$ cat config.mk
export PLATFORM = sky130hd
export DESIGN_NAME = rstack_ctrl
export DESIGN_NICKNAME = d
export VERILOG_FILES = /design/src/rtl/rstack_ctrl.sv
export SDC_FILE = /design/constraint.sdc
export NUM_CORES = 1
export LEC_CHECK = 0
export CORE_MARGIN = 2
export CORE_UTILIZATION = 42
export DETAILED_ROUTE_END_ITERATION = 7
export PLACE_DENSITY = 0.85
export SYNTH_ARGS = -nofsm -noshare
export SYNTH_HDL_FRONTEND = slang
export SYNTH_SLANG_ARGS = --single-unit
export TNS_END_PERCENT = 20
$ cat constraint.sdc
create_clock -name clk -period 3.5 [get_ports clk]
set_input_delay 0.7 -clock clk [delete_from_list [all_inputs] [get_ports clk]]
set_output_delay 0.7 -clock clk [all_outputs]
set_load 0.01 [all_outputs]
$ cat src/rtl/rstack_ctrl.sv
// Return-stack controller: top entry in a register, older entries spilled
// to an external 1R1W memory (sync write, async read); sticky fault state.
//
// Ports:
//   clk, reset         clock; asynchronous active-high reset
//   push, pop          stack requests (both together replace the top)
//   push_data          value to push
//   clear              leave FAULT and clear overflow/underflow
//   top                registered top of stack
//   depth              valid entries, 0..SIZE+1
//   empty, full        depth == 0 / depth == SIZE+1
//   overflow/underflow sticky error flags
//   we, mem_din_addr,  memory write port
//   mem_din
//   mem_dout_addr,     memory async read port
//   mem_dout
module rstack_ctrl #(
    parameter int WIDTH      = 4,
    parameter int SIZE       = 16,
    parameter int DATA_WIDTH = 13
) (
    input  logic                  clk,
    input  logic                  reset,
    input  logic                  push,
    input  logic                  pop,
    input  logic [DATA_WIDTH-1:0] push_data,
    input  logic                  clear,
    output logic [DATA_WIDTH-1:0] top,
    output logic [WIDTH:0]        depth,
    output logic                  empty,
    output logic                  full,
    output logic                  overflow,
    output logic                  underflow,
    output logic                  we,
    output logic [WIDTH-1:0]      mem_din_addr,
    output logic [DATA_WIDTH-1:0] mem_din,
    output logic [WIDTH-1:0]      mem_dout_addr,
    input  logic [DATA_WIDTH-1:0] mem_dout
);

    typedef enum logic [1:0] {
        EMPTY  = 2'd0,
        ACTIVE = 2'd1,
        FAULT  = 2'd2
    } state_t;

    localparam logic [WIDTH:0]   CNT_ONE   = 1;
    localparam logic [WIDTH-1:0] ADDR_ONE  = 1;
    localparam logic [WIDTH:0]   DEPTH_MAX = (WIDTH + 1)'(SIZE + 1);

    state_t                state_q, state_d;
    logic [DATA_WIDTH-1:0] top_q, top_d;
    logic [WIDTH:0]        cnt_q, cnt_d;
    logic                  tv_q, tv_d;
    logic                  ovf_q, ovf_d;
    logic                  unf_q, unf_d;
    logic                  we_d;

    assign depth         = cnt_q + {{WIDTH{1'b0}}, tv_q};
    assign empty         = (depth == '0);
    assign full          = (depth == DEPTH_MAX);
    assign top           = top_q;
    assign overflow      = ovf_q;
    assign underflow     = unf_q;
    assign mem_din_addr  = cnt_q[WIDTH-1:0];
    assign mem_din       = top_q;
    // Wraps at cnt 0; the read value is never used in that case.
    assign mem_dout_addr = cnt_q[WIDTH-1:0] - ADDR_ONE;
    // An in-flight spill must not land while reset is held.
    assign we            = we_d & ~reset;

    always_comb begin
        state_d = state_q;
        top_d   = top_q;
        cnt_d   = cnt_q;
        tv_d    = tv_q;
        ovf_d   = ovf_q;
        unf_d   = unf_q;
        we_d    = 1'b0;
        unique case (state_q)
            EMPTY: begin
                if (pop) begin
                    unf_d   = 1'b1;
                    state_d = FAULT;
                end else if (push) begin
                    top_d   = push_data;
                    tv_d    = 1'b1;
                    state_d = ACTIVE;
                end
            end
            ACTIVE: begin
                if (push && pop) begin
                    top_d = push_data;
                end else if (push) begin
                    if (full) begin
                        ovf_d   = 1'b1;
                        state_d = FAULT;
                    end else begin
                        we_d  = 1'b1;
                        top_d = push_data;
                        cnt_d = cnt_q + CNT_ONE;
                    end
                end else if (pop) begin
                    if (cnt_q != '0) begin
                        top_d = mem_dout;
                        cnt_d = cnt_q - CNT_ONE;
                    end else begin
                        // Top keeps its stale value; only validity drops.
                        tv_d    = 1'b0;
                        state_d = EMPTY;
                    end
                end
            end
            FAULT: begin
                if (clear) begin
                    ovf_d   = 1'b0;
                    unf_d   = 1'b0;
                    state_d = empty ? EMPTY : ACTIVE;
                end
            end
            default: state_d = EMPTY;
        endcase
    end

    always_ff @(posedge clk or posedge reset) begin
        if (reset) begin
            state_q <= EMPTY;
        end else begin
            state_q <= state_d;
        end
    end

    always_ff @(posedge clk or posedge reset) begin
        if (reset) begin
            top_q <= '0;
            cnt_q <= '0;
            tv_q  <= 1'b0;
            ovf_q <= 1'b0;
            unf_q <= 1'b0;
        end else begin
            top_q <= top_d;
            cnt_q <= cnt_d;
            tv_q  <= tv_d;
            ovf_q <= ovf_d;
            unf_q <= unf_d;
        end
    end

endmodule
==> results of run 1 <==
[worst min-delay path, delay by kind of cell (launching register included)]
family,cells,cell delay [ns]
DFF,1,0.35
and+or+nand+nor,1,0.05
AOI/OAI and AO/OA,1,0.06
[flip-flops by register name, summed over array words and instances, names as in the netlist]
name	flops
overflow	1
mem_din	13
cnt_q	5
underflow	1
state_q	2
tv_q	1
[cells in the final DEF, fill, tap and decap left out, types with 4 or more instances in the layout]
master,count
o21ai_0,4
mux2_1,6
clkdlybuf4s50_1,73
inv_1,7
mux2_2,13
dfrtp_1,23
mux2_4,10
xor2_1,5
a21oi_1,5
ha_1,7
xnor2_1,5
nor2_1,7
[cell type report]
| class | instances | area [sq um] | area share [%] |
|---|---|---|---|
| clock buffers | 4 | 45.0 | 1.91 |
| inverters | 8 | 31.3 | 1.33 |
| flip-flops and latches | 23 | 576 | 24.4 |
| multi-input cells | 97 | 882 | 37.4 |
| well taps | 48 | 60.1 | 2.55 |
| repair buffers | 77 | 766 | 32.4 |
[per-layer routing]
layer | global-route usage, % | vias up
met5 | 0 | -
li1 | - | 623
met2 | 31.3 | 29
met3 | 3.04 | 2
met4 | 4.34 | 0
met1 | 22.2 | 628
[stage by stage]
stage	instance area [sq um]	total power [uW]
floorplan	1650	1450
global placement	2310	1980
detailed placement	2310	2010
CTS	2350	2190
global route	2360	2320
finish	2360	2160
[where the power goes]
part	switching, uW	total, uW	internal, uW
clock network	77.3	158	81.0
logic	567	1440	874
registers	161	563	402
total	805	2160	1360
[logic make-up after synthesis]
kind of cell	count (synthesis)	share of synthesized area, %
xor+xnor	10	5.30
flops	23	34.8
buf+inv	30	12.1
simple gates	29	9.99
fa+ha+maj	8	6.51
mux	29	22.0
compound gates	21	9.24
[final timing paths]
| path | endpoint | from |
|---|---|---|
| setup / recovery | we | tv_q |
| hold / removal | overflow | overflow |
| setup reg to reg | mem_din[5] | tv_q |
| hold reg to reg | overflow | overflow |
| max in group asynchronous | cnt_q[2] | reset |
| min in group asynchronous | overflow | reset |
==> impl_metrics.ini, run 1 <==
[outcome]
outcome = finished, final reports clean

[pwr]
ir_drop_mv = 0.348
pwr_density_cell_nw_per_um2 = 917
leakage_uw = 0.00101

[clock_tree]
cts_max_path_buffers = 2
cts_buffers = 3
path_clk_slew_ns = 0.08
cts_setup_buffers = 0
holdBufCountCts = 0
clk_latency_ns = 0.26
cts_tree = done
cts_num_sinks = 23
post_cts_resized = 0
clockRootBuffer = clkbuf_8
htreeDepth = 1

[detailed_routing]
via_count = 1282
wl_met2_microns = 1990
routedWlPerCell_microns = 14.2
drt-vias-per-instance = 4.99
ant_nets = 0
wl_met1_microns = 1500
first_pass_iters = 4
route.final.wire_length_microns = 3660
wl_met3_microns = 147
dr.max_layer_used = met4
first_iter_violations = 41
drc = 0

[layout]
num_antenna_cells = 0
final_cells = 257
layout-drive-gt1-share_pct = 18.2
area_growth_pct = 42.8
final_util_pct = 63.5
nFillCells = 310
final_nets = 249

[floorplanning]
ios = 75
die-width_microns = 66.7
die_h_microns = 66.7
die_area_sq_um = 4450
start_util_pct = 44.5
coreArea_sq_um = 3720
rows = 22

[grt]
grt_max_degree = 24
antenna_found_initial = 0
first_global_vias = 1278
grt_usage_pct = 17.7
gr-total-overflow = 0
grt_pass1_wl_microns = 5980

[place]
place.gp.congestion = 0.877
dpl.cell_count = 253
portBuffers = 74
place_ws_ns = 0.330
hpwl_microns = 2930

[timing]
period_minus_slack_ns = 3.39
finalSetupViolCount = 0
report.final.hold_viol_count = 0
clock.fmax_ghz = 0.295
final.period_utilization_pct = 96.9
worst_slack_ns = 0.108
maxSlewViolCount = 0
rsz0062_at_grt = no
worstMarginPinSlew_ns = 0.999
maxSlewHeadroom_pct = 33.4
fin_skew_ns = 0.00133
fin_tns_setup_ns = 0
hold_ws_ns = 0.492

[critical_path]
crit_buf_inv = 2
worstPathArrival_ns = 2.69
cp_max_fo = 5
path_cells = ha_1 -> ha_1 -> nor3_2 -> a41oi_2 -> or4b_4 -> clkinv_2 -> nor3_1 -> clkdlybuf4s50_1
critPathCaptureType = output pin
cp_common_cell = ha_1
critical_path_class = register to output pin
slowest_delay_ns = 0.59
path_delay_family = simple AND/OR/NAND/NOR gates
reg2reg_depth = 8
cp.required_ns = 2.80
start_kind = register
cp.depth = 8
r2r_slack_ns = 0.67
slowest_stage = or4b_4

[logic_synthesis]
yosysWarningCount = 0
postSynthNetCount = 189
synthArstFlopShare_pct = 100
yosysTopAreaCell = dfrtp_1
yosysUniqueCellTypes = 36
ys_seq_area_share_pct = 34.8
yosys.area.top_type_share_pct = 34.8
synth_area_per_cell_sq_um = 11.0
synth_ff_type = dfrtp_1
synth_area_sq_um = 1650
synth_edf_count = 0
synth-seq-cells = 23
synth.most_common_cell = dfrtp_1
synth.area.top_cells = dfrtp_1 35%, mux2_4 9.1%, mux2_2 8.9%
ys_top_cells_by_count = 23 x dfrtp_1, 17 x buf_4, 13 x mux2_2
synthCells = 150

[min_path]
hold_path_depth = 2
hp-class = register to register

[run]
cap_violations = 0
(Power assumes the default switching activity.)
==> inputs of run 2 (changes only) <==
--- a/config.mk
+++ b/config.mk
@@ -6,9 +6,9 @@
 export NUM_CORES = 1
 export LEC_CHECK = 0
 export CORE_MARGIN = 2
-export CORE_UTILIZATION = 42
+export CORE_UTILIZATION = 45
 export DETAILED_ROUTE_END_ITERATION = 7
-export PLACE_DENSITY = 0.85
+export PLACE_DENSITY = 0.9
 export SYNTH_ARGS = -nofsm -noshare
 export SYNTH_HDL_FRONTEND = slang
 export SYNTH_SLANG_ARGS = --single-unit
==> constraint.sdc (replaced) <==
create_clock -name clk -period 4 [get_ports clk]
set_input_delay 0.8 -clock clk [delete_from_list [all_inputs] [get_ports clk]]
set_output_delay 0.8 -clock clk [all_outputs]
set_load 0.01 [all_outputs]
==> impl_metrics.ini, run 2 (same netlist as run 1, synthesis figures left out) <==
[critical_path]
slowest_delay_ns = 0.58
cp.required_ns = 3.20
cp_max_fo = 7
worstPathArrival_ns = 2.84
reg2reg_depth = 9
slowest_stage = or4b_4
reg2reg_from = cnt_q[0]
path_cells = ha_1 -> ha_1 -> nor3_1 -> a41oi_2 -> or4b_4 -> clkinv_2 -> clkdlybuf4s50_1
start_kind = register
critPathCaptureType = output pin
critical_path_class = register to output pin
reg2reg_to = mem_din[5]
cp_common_cell = ha_1
r2r_slack_ns = 1.26

[timing]
maxSlewViolCount = 0
rsz0062_at_grt = no
clock.fmax_ghz = 0.274
fin_tns_setup_ns = 0
worst_slack_ns = 0.356
fin_skew_ns = 0.00306
finalSetupViolCount = 0
worstMarginPinSlew_ns = 0.875
maxSlewHeadroom_pct = 41.6
final.period_utilization_pct = 91.1
period_minus_slack_ns = 3.64
report.final.hold_viol_count = 0

[layout]
final_cell_mix = 74 x clkdlybuf4s50_1, 23 x dfrtp_1, 13 x mux2_2
area_growth_pct = 41.9
final_nets = 248
final_util_pct = 65.1
layout-drive-gt1-share_pct = 17.8
largest_register_ffs = 13
num_antenna_cells = 0
final_common_cell = clkdlybuf4s50_1

[detailed_routing]
drt-vias-per-instance = 5.03
drc = 0
ant_nets = 0
first_pass_iters = 4
routedWlPerCell_microns = 14.3
via_count = 1288
route.final.wire_length_microns = 3660
first_iter_violations = 63

[min_path]
hold_path_end = overflow
hp-class = register to register
hold_path_startpoint = overflow
hold_path_depth = 2

[floorplanning]
die-width_microns = 64.6
ios = 75
start_util_pct = 45.8
die_area_sq_um = 4170
die_h_microns = 64.6
coreArea_sq_um = 3610
rows = 22

[run]
cap_violations = 0

[clock_tree]
clockRootBuffer = clkbuf_8
cts_num_sinks = 23
path_clk_slew_ns = 0.09
clk_latency_ns = 0.26
htreeDepth = 1
cts_max_path_buffers = 2
post_cts_resized = 0
cts_tree = done
holdBufCountCts = 0
cts_setup_buffers = 0
cts_buffers = 3

[pwr]
power.internal_uw = 1180
power.switching_uw = 704
power.clock.fraction_pct = 7.7
pwr-share-comb_pct = 65.2
ir_drop_mv = 0.337
pwr_density_cell_nw_per_um2 = 801
leakage_uw = 0.000991
power.total_uw = 1880
switching_share_pct = 37.4
seqPwrFrac_pct = 27.1

[grt]
antenna_found_initial = 0
gr-total-overflow = 0
grt_usage_pct = 18.4
first_global_vias = 1303
grt_max_degree = 24
grt_pass1_wl_microns = 6090

[outcome]
outcome = finished, final reports clean

[place]
hpwl_microns = 2870
portBuffers = 74
place.gp.congestion = 0.858
place_ws_ns = 0.634
## run 2: cell types whose count changed in the layout (fill, tap and decap cells not counted)
cell	previous run	this run
nor3_1	3	4
clkinv_2	1	2
clkbuf_1	1	0
buf_4	3	2
clkdlybuf4s50_1	73	74
dlymetal6s2s_1	1	0
nor3_2	1	0
## run 2: per-stage QoR
| step | hold WS, ns | std cells | area [sq um] |
|---|---|---|---|
| after floorplan | 0.498 | 150 | 1650 |
| after CTS | 0.496 | 256 | 2350 |
| after global placement | 0.472 | 252 | 2300 |
| final | 0.486 | 256 | 2350 |
| after detailed placement | 0.476 | 252 | 2300 |
| after global routing | 0.531 | 256 | 2350 |
## run 2: final cells by class
class,instances,area [sq um]
inverters,8,31.3
fillers,305,1260
flip-flops and latches,23,576
clock inverters,1,5.00
clock buffers,3,41.3
well taps,48,60.1
multi-input cells,97,877
repair buffers,76,756
## run 2: power by group through the flow
| stage | clock (uW) | combinational [uW] | sequential (uW) |
|---|---|---|---|
| after global routing | 163 | 1320 | 530 |
| after CTS | 152 | 1240 | 509 |
| final | 145 | 1230 | 509 |
| after global placement | 0 | 1210 | 509 |
| after detailed placement | 0 | 1230 | 513 |
| after floorplan | 0 | 776 | 491 |
## run 2: metal layers
layer	routed length (microns)	track usage [%]	part of all wire (%)
met2	1960	33.3	54
met1	1570	23.2	43
met4	29	5.32	0.79
met5	0	0	0
met3	100	1.74	2.7
## run 2: worst max-delay path by stage
| stage | cells past startpoint | to | startpoint |
|---|---|---|---|
| 2_1_floorplan | 7 | we | cnt_q[0] |
| 3_5_place_dp | 7 | full | cnt_q[0] |
| 4_1_cts | 7 | full | cnt_q[0] |
| 6_report | 7 | full | cnt_q[0] |
| 5_1_grt | 7 | full | cnt_q[0] |
| 3_3_place_gp | 7 | full | cnt_q[0] |
## run 2: critical path, delay by kind of cell (launching register included)
| kind | cells | cell delay [ns] |
|---|---|---|
| adder cells (fa/ha/maj) | 2 | 0.56 |
| AO/OA/AOI/OAI | 1 | 0.06 |
| AND/OR/NAND/NOR | 2 | 0.82 |
| buffers and inverters | 2 | 0.66 |
| flip-flops | 1 | 0.48 |
